## config.mk

```make
export PLATFORM = sky130hd
export DESIGN_NAME = lsu_align
export DESIGN_NICKNAME = d
export VERILOG_FILES = /design/src/rtl/lsu_align.sv
export SDC_FILE = /design/constraint.sdc
export NUM_CORES = 1
export LEC_CHECK = 0
export BUFFER_PORTS_ARGS = -buffer_cell sky130_fd_sc_hd__buf_2
export CAP_MARGIN = 5
export CORE_MARGIN = 4
export CORE_UTILIZATION = 50
export CTS_BUF_LIST = sky130_fd_sc_hd__clkbuf_16
export DETAILED_ROUTE_END_ITERATION = 8
export PLACE_DENSITY = 0.8
export REMOVE_ABC_BUFFERS = 1
export SYNTH_ARGS = -nofsm -noshare
export SYNTH_HDL_FRONTEND = slang
export SYNTH_SLANG_ARGS = --single-unit
```

## constraint.sdc

```tcl
create_clock -name clk -period 2.2 [get_ports clk]
set_input_delay 0.44 -clock clk [delete_from_list [all_inputs] [get_ports clk]]
set_output_delay 0.44 -clock clk [all_outputs]
set_load 0.02 [all_outputs]
```

## src/rtl/lsu_align.sv

```systemverilog
// Load/store alignment unit in front of a 32-bit word memory: lane select, sign/zero extension, RMW merge.
// Build option: define LSU_MISALIGN_TRAP_EN to report misaligned H/W accesses as errors instead of aligning them.
module lsu_align #(
  parameter int ADDR_W = 7
) (
  input  logic              clk,
  input  logic              rst_n,
  input  logic              req_valid,
  output logic              req_ready,
  input  logic              req_we,
  input  logic [2:0]        req_funct3,
  input  logic [ADDR_W-1:0] req_addr,
  input  logic [31:0]       req_wdata,
  output logic              resp_valid,
  output logic [31:0]       resp_rdata,
  output logic              resp_err,
  output logic [ADDR_W-3:0] dm_addr,
  output logic [31:0]       dm_wd,
  output logic              dm_we,
  input  logic [31:0]       dm_rd
);

  typedef enum logic [1:0] {IDLE, ACCESS, RESP} state_t;

  state_t              state_reg, state_next;
  logic                latch_en;
  logic                we_reg;
  logic [2:0]          funct3_reg;
  logic [ADDR_W-1:0]   addr_reg;
  logic [31:0]         wdata_reg;
  logic [31:0]         resp_rdata_reg, resp_rdata_next;
  logic                resp_err_reg, resp_err_next;

  logic [1:0]          size;
  logic                is_unsigned;
  logic                funct3_ok;
  logic                access_ok;
  logic [1:0]          lane;
  logic [31:0]         shifted;
  logic [7:0]          ld_byte;
  logic [15:0]         ld_half;
  logic [31:0]         ld_ext;
  logic [31:0]         st_data;
  logic [3:0]          lane_en;

  // FSM next state
  always_comb begin
    state_next = state_reg;
    latch_en   = 1'b0;
    case (state_reg)
      IDLE: begin
        if (req_valid) begin
          state_next = ACCESS;
          latch_en   = 1'b1;
        end
      end
      ACCESS:  state_next = RESP;
      RESP:    state_next = IDLE;
      default: state_next = IDLE;
    endcase
  end

  assign size        = funct3_reg[1:0];
  assign is_unsigned = funct3_reg[2];
  // Stores accept only B/H/W; loads additionally accept BU/HU
  assign funct3_ok   = we_reg ? (!funct3_reg[2] && size != 2'b11)
                              : (size != 2'b11 && !(funct3_reg[2] && size == 2'b10));

`ifdef LSU_MISALIGN_TRAP_EN
  logic misaligned;
  assign misaligned = (size == 2'b01 && addr_reg[0]) ||
                      (size == 2'b10 && addr_reg[1:0] != 2'b00);
  assign access_ok  = funct3_ok && !misaligned;
  assign lane       = addr_reg[1:0];
`else
  assign access_ok  = funct3_ok;
  // Drop the low address bits that would break natural alignment
  assign lane       = (size == 2'b01) ? {addr_reg[1], 1'b0} :
                      (size == 2'b10) ? 2'b00 : addr_reg[1:0];
`endif

  assign shifted = dm_rd >> {lane, 3'b000};
  assign ld_byte = shifted[7:0];
  assign ld_half = shifted[15:0];

  always_comb begin
    ld_ext = dm_rd;
    case (size)
      2'b00:   ld_ext = {{24{~is_unsigned & ld_byte[7]}}, ld_byte};
      2'b01:   ld_ext = {{16{~is_unsigned & ld_half[15]}}, ld_half};
      default: ld_ext = dm_rd;
    endcase
  end

  // Replicate the store operand so every candidate lane already holds the right bytes
  assign st_data = (size == 2'b00) ? {4{wdata_reg[7:0]}} :
                   (size == 2'b01) ? {2{wdata_reg[15:0]}} : wdata_reg;

  genvar gi;
  generate
    for (gi = 0; gi < 4; gi++) begin : g_lane
      assign lane_en[gi] = (size == 2'b10) ||
                           (size == 2'b01 && lane[1] == 1'(gi / 2)) ||
                           (size == 2'b00 && lane == 2'(gi));
      assign dm_wd[gi*8 +: 8] = lane_en[gi] ? st_data[gi*8 +: 8] : dm_rd[gi*8 +: 8];
    end
  endgenerate

  always_comb begin
    resp_rdata_next = resp_rdata_reg;
    resp_err_next   = resp_err_reg;
    if (state_reg == ACCESS) begin
      resp_err_next   = !access_ok;
      resp_rdata_next = (!we_reg && access_ok) ? ld_ext : 32'h0;
    end
  end

  always_ff @(posedge clk) begin
    if (!rst_n) begin
      state_reg      <= IDLE;
      we_reg         <= 1'b0;
      funct3_reg     <= 3'b000;
      addr_reg       <= '0;
      wdata_reg      <= 32'h0;
      resp_rdata_reg <= 32'h0;
      resp_err_reg   <= 1'b0;
    end else begin
      state_reg      <= state_next;
      resp_rdata_reg <= resp_rdata_next;
      resp_err_reg   <= resp_err_next;
      if (latch_en) begin
        we_reg     <= req_we;
        funct3_reg <= req_funct3;
        addr_reg   <= req_addr;
        wdata_reg  <= req_wdata;
      end
    end
  end

  assign req_ready  = (state_reg == IDLE);
  assign resp_valid = (state_reg == RESP);
  assign resp_rdata = resp_rdata_reg;
  assign resp_err   = resp_err_reg;
  assign dm_addr    = addr_reg[ADDR_W-1:2];
  // Gated with rst_n so a reset landing on ACCESS cannot corrupt memory
  assign dm_we      = (state_reg == ACCESS) && we_reg && access_ok && rst_n;

endmodule

```

Word level (Yosys, flattened, before mapping) --
Cells that the tools add are included.
Word-level totals: flip-flop bits (word level) 78, output and inout port bits 73, logic and storage cells 62
Cells by class: equal/unequal tests 9, shifts and indexed selects 1, mux-type cells 15, bitwise operators 4, reduce and logical (&&, ||, !) cells 26
Operators with widths (number):
- two-way mux 32 bit | 3
- case mux 32 bit (2 select lines) | 1
- two-way mux 8 bit | 4
- right shift 32 x 5 -> 16 bit | 1
- logical AND 1 bit | 13
- == test 2 bit (second input constant) | 4
- == test 2 x 1 -> 1 bit (second input constant) | 3
- logical NOT 2 bit | 3
- logical OR 1 bit | 6
- two-way mux 2 bit | 3
- logical NOT 1 bit | 4
- != test 2 bit (second input constant) | 2
- case mux 2 bit (2 select lines) | 1
- two-way mux 1 bit | 3
- bitwise AND 1 bit | 2
- NOT 1 bit | 2

Logic depth before layout (Yosys ltp) --
depth after elaboration 8, depth in mapped cells 7

Worst setup path after synthesis --
No wires, ideal clock.
kind register to output, start register funct3_reg[1], end output dm_wd[24], data arrival time 1646 ps, setup slack 114 ps, stages on the path, launching flop included 6, cells stage by stage dfxtp_1 -> buf_2 -> buf_2 -> clkbuf_1 -> a21oi_1 -> o21ai_0
On the way: cells in the longest elaborated chain, start to end 7
Ends and longest elaborated chain:
- from (decl) | line 28 | logic [2:0] funct3_reg;
- from (signal assigned) | line 133 | funct3_reg <= req_funct3;
- == test 2 bit | line 79, 102
- two-way mux 2 bit | line 79 | (size == 2'b10) ? 2'b00 : addr_reg[1:0];
- two-way mux 2 bit | line 78 | assign lane = (size == 2'b01) ? {addr_reg[1], 1'b0} :
- == test 2 bit / logical AND 1 bit (equally long branches) | line 104, 103
- logical AND 1 bit / logical OR 1 bit (equally long branches) | line 104, 102
- logical OR 1 bit | line 103 | (size == 2'b01 && lane[1] == 1'(gi / 2)) ||
- two-way mux 8 bit (*) | line 105 | assign dm_wd[gi*8 +: 8] = lane_en[gi] ? st_data[gi*8 +: 8] : dm_rd[gi*8 +: 8];
- to (decl) | line 18 | output logic [31:0] dm_wd,
Mark *: on every way between the ends. The rest lies on a longest branch, timed or not.

Final worst setup path --
start register addr_reg[0], end output dm_wd[18]
On the way: cells in the longest elaborated chain, start to end 6
Ends and longest elaborated chain:
- from (decl) | line 29 | logic [ADDR_W-1:0] addr_reg;
- from (signal assigned) | line 134 | addr_reg <= req_addr;
- two-way mux 2 bit | line 79
- two-way mux 2 bit | line 78
- == test 2 bit | line 104 | (size == 2'b00 && lane == 2'(gi));
- logical AND 1 bit | line 104
- logical OR 1 bit | line 103
- two-way mux 8 bit | line 105
Every way passes these cells.

==> results <==
- The run finished, with violations left.
- The checks that failed: negative setup slack.
- After synthesis the cells add up to 4180 µm².
- Of the total power, registers draw 0.406.
- In the final layout, the share of cells above drive strength 1 is 0.342.
- In this run the horizontal extent of the chip is between 90 and 100 µm.
- The number of different library cells used by synthesis comes to 41.
- By instance count, the leading cell after synthesis is sky130_fd_sc_hd__nand2_1.
- At the pin with the least slew margin, the transition time is ~0.8 ns.
- The worst setup path is launched from a flop.
- In this run, the number of DRC markers left after iteration 0 of detailed routing was approximately 240.
- In this run, post-CTS hold repair placed 0 buffers.
- The cell chosen for the clock root is sky130_fd_sc_hd__clkbuf_16.
- The placeable core region is just over 8000 µm².
- In this run the most critical hold path is launched from req_addr[3].
- In the routed layout, each cell is associated on average with a via count of approximately 5.5.
- The clock drives between 70 and 80 sinks.
- The stage delay of the slowest cell on the critical path is 0.35 ns.
- In this run the tightest slew margin relative to its limit is 0.468.
- The signed area change from the synthesized netlist to the final layout is 30.1%.
- The highest clock frequency the design can meet is approximately 0.45 GHz.
- The buffers plus inverters on the worst setup path is 3.
- Tracing the worst setup path back leads to its startpoint at addr_reg[0].
- The sequential element share of the synthesized area is 0.373.
- After global routing the overflow that remains totals 0.
- The number of antenna diodes in the final layout is 0.
- Detailed routing inserted a total of roughly 4300 vias.
- Ranked by instance count, the synthesized netlist is headed by sky130_fd_sc_hd__nand2_1 (144), sky130_fd_sc_hd__dfxtp_1 (78), sky130_fd_sc_hd__a21boi_0 (44).
- The remaining antenna violation count after routing is 0.
- After synthesis, the share of flip-flops with an asynchronous set or reset is 0.
- The required time of the critical path is around 1.8 ns.
- Pin placement for this block handled about 150 I/O pins.
- sky130_fd_sc_hd__dfxtp_1 takes more of the synthesized area than any other cell.
- The number of antenna violations at the first check in global routing was 0.
- The final-layout fill cell count is 734.
- The post-route worst setup slack is -0.00305 ns.
- The number of global-route vias before repair came to roughly 4000.
- Dividing the final minimum period by the clock period gives 1.00.
- The first global-routing pass estimated between 20000 and 25000 µm of wire.
- The number of hold violations in the final report was 0.
- The count of standard-cell rows is 33.
- The gate family responsible for the most delay along the worst path is buffers and inverters.
- The residual DRC count is 0.
- The starting utilization of the core area is 0.511.
- For this design, the slowest cell found on the critical path is sky130_fd_sc_hd__dfxtp_1.
- The longest clock path from root to sink contains 2 buffers.
- Setup violations remaining at the end of the flow were counted as 1.
- The class of the tightest hold or removal check is input pin to flop.
- The number of H-tree branching levels is 3.
- Summed over all nets, the switching power comes to between 1 and 1.5 mW.
- The quantity of I/O buffers inserted on ports is 150.
- The share of power burned in combinational logic is 0.257.
- The highest net fanout along the worst path is 8.
- The final max-slew violation count is 0.
- The data arrival time at the worst-slack endpoint is around 1.8 ns.
- Routability-driven placement finished with a final weighted congestion of roughly 0.91.
- Subtracting the final worst setup slack from the clock period gives ~2.2 ns.
- STA classifies the critical path endpoint as an output pin.
- The area share of the largest cell type after synthesis is 0.373.
- The synthesized design contains just under 80 register bits.
- The TritonCTS clock tree is yes.
- The routed design has 13000 µm of wire.
- For this run, the leading register cell type out of synthesis is sky130_fd_sc_hd__dfxtp_1.
- At the later pin of the worst-skew pair, clock insertion delay measures 0.33 ns.
- The power per unit of standard cell area is 713 nW/µm².
- Across all hold checks on the routed design, the worst slack comes to 0.351 ns.
- At the end of the flow the core is filled with cells to 0.665.
- The worst setup path is of the flop to output pin kind.
- For this run, the total global-route usage over all layers was measured as 0.254.
- The number of synthesized flops with an enable pin is 0.
- For this run, the number of Yosys warnings is 0.
- The signal on the critical path passes through buf_6 -> nand2b_1 -> a21oi_2 -> a21oi_2 -> buf_2 -> a21oi_1 -> buf_2.
- After technology mapping, the gate count stands at approximately 540.
- Entering global routing, the biggest net connects 44 pins.
- Across the VDD grid, the largest voltage drop is around 470 µV.
- The share of total power dissipated in the clock network is 0.338.
- The sum of net half-perimeters after detailed placement is 9450 µm.
- The max-capacitance violation count is 0.
- At the end of the flow, the number of nets in the layout was around 750.
- The total leakage power is around 2.4 nW.
- The pre-antenna-repair detailed-routing pass consisted of 5 iterations.
- Of the total power, the share spent switching nets is 0.317.
- Each instance of the synthesized netlist takes up on average roughly 7.8 µm².
- The die covers about 10000 µm².
- In the final routed layout, each cell accounts on average for approximately 17 µm.
- Cell internal power was estimated by the tool at ~2.6 mW.
- The worst register-to-register path begins at funct3_reg[0].
- Ranked by total cell area, the synthesized netlist is headed by sky130_fd_sc_hd__dfxtp_1 (37%), sky130_fd_sc_hd__nand2_1 (13%), sky130_fd_sc_hd__a21boi_0 (7.9%).
- The die span in y is around 100 µm.
- Setup repair after global routing could not meet its margin everywhere.
- The clock slew at the register clock pins of the worst setup and hold paths is around 0.06 ns.
- The worst clock skew on the final layout is about 0.0065 ns.
- The number of clock buffers added by TritonCTS is 9.
-- cell usage in the layout, fill, tap and decap left out, types with 6 or more instances in the layout --
master / count
sky130_fd_sc_hd__a21boi_0: 44
sky130_fd_sc_hd__a21oi_1: 31
sky130_fd_sc_hd__a21oi_2: 6
sky130_fd_sc_hd__a221oi_1: 7
sky130_fd_sc_hd__a22oi_1: 7
sky130_fd_sc_hd__a31oi_1: 7
sky130_fd_sc_hd__buf_2: 134
sky130_fd_sc_hd__buf_4: 30
sky130_fd_sc_hd__buf_6: 6
sky130_fd_sc_hd__clkbuf_16: 9
sky130_fd_sc_hd__dfxtp_1: 76
sky130_fd_sc_hd__mux2_2: 15
sky130_fd_sc_hd__mux2i_1: 24
sky130_fd_sc_hd__nand2_1: 143
sky130_fd_sc_hd__nand2b_1: 11
sky130_fd_sc_hd__nor2_1: 29
sky130_fd_sc_hd__nor2b_1: 20
sky130_fd_sc_hd__nor3_1: 8
sky130_fd_sc_hd__o21ai_0: 10
sky130_fd_sc_hd__o21ai_2: 15
sky130_fd_sc_hd__o221ai_1: 7
-- cell type report --
cell class	instances	area (µm²)	share of cell area
Clock buffer	9	225	0.0414
Clock inverter	6	31.3	0.00575
Inverter	2	7.51	0.00138
Multi-Input combinational cell	411	2460	0.452
Sequential cell	78	1570	0.288
Tap cell	105	131	0.0242
Timing Repair Buffer	172	1020	0.187
-- what timing repair did --
item,4_1_cts,5_1_grt
buffers inserted,2,0
gates cloned,2,1
resized for setup,13,42
endpoints found under the setup margin,24,32
pin swaps,1,2
-- path summary, 6_finish.rpt --
check,to,slack (ns),depth (start not counted)
setup / recovery,dm_wd[18],-0.003,7
setup reg to reg,resp_rdata[19],0.20,6
hold / removal,addr_reg[3],0.35,3
hold reg to reg,resp_rdata[3],0.44,2
-- cell families after synthesis --
kind of cell	Yosys count	synth area share
AO/OA/AOI/OAI	147	0.241
buffers and inverters	48	0.0554
flip-flops	78	0.373
multiplexers	40	0.100
AND/OR/NAND/NOR	224	0.230
-- worst min-delay path, cell delays in order --
cell and delay [ns]:
sky130_fd_sc_hd__buf_2 0.09, sky130_fd_sc_hd__nand2_1 0.04, sky130_fd_sc_hd__a21boi_0 0.06
-- per-stage QoR --
stage / cells / total power, mW / worst slack [ns] / setup TNS [ns] / cell area (µm²)
finish: 783 / 3.88 / -0.00305 / -0.00305 / 5440
global route: 783 / 4.04 / -0.0614 / -0.649 / 5440
CTS: 782 / 3.83 / -0.00186 / -0.00186 / 5320
detailed placement: 763 / 2.51 / 0.211 / 0 / 4980
global placement: 763 / 2.49 / 0.273 / 0 / 4980
floorplan: 491 / 2.13 / -1.06 / -48.20 / 3960
-- power groups by stage --
stage	registers, mW	clock network, mW	logic (mW)
2_1_floorplan	1.66	0	0.473
3_3_place_gp	1.59	0	0.891
3_5_place_dp	1.60	0	0.905
4_1_cts	1.57	1.32	0.938
5_1_grt	1.59	1.38	1.07
6_report	1.57	1.31	0.995
-- per-layer routing --
| layer | up-vias | routed length (µm) | global-route usage |
|---|---|---|---|
| li1 | 2116 | - | - |
| met4 | 0 | 407 | 0.102 |
| met5 | - | 0 | 0 |
| met1 | 1979 | 5390 | 0.325 |
| met2 | 183 | 6300 | 0.425 |
| met3 | 36 | 869 | 0.0463 |
(Power assumes the default switching activity.)
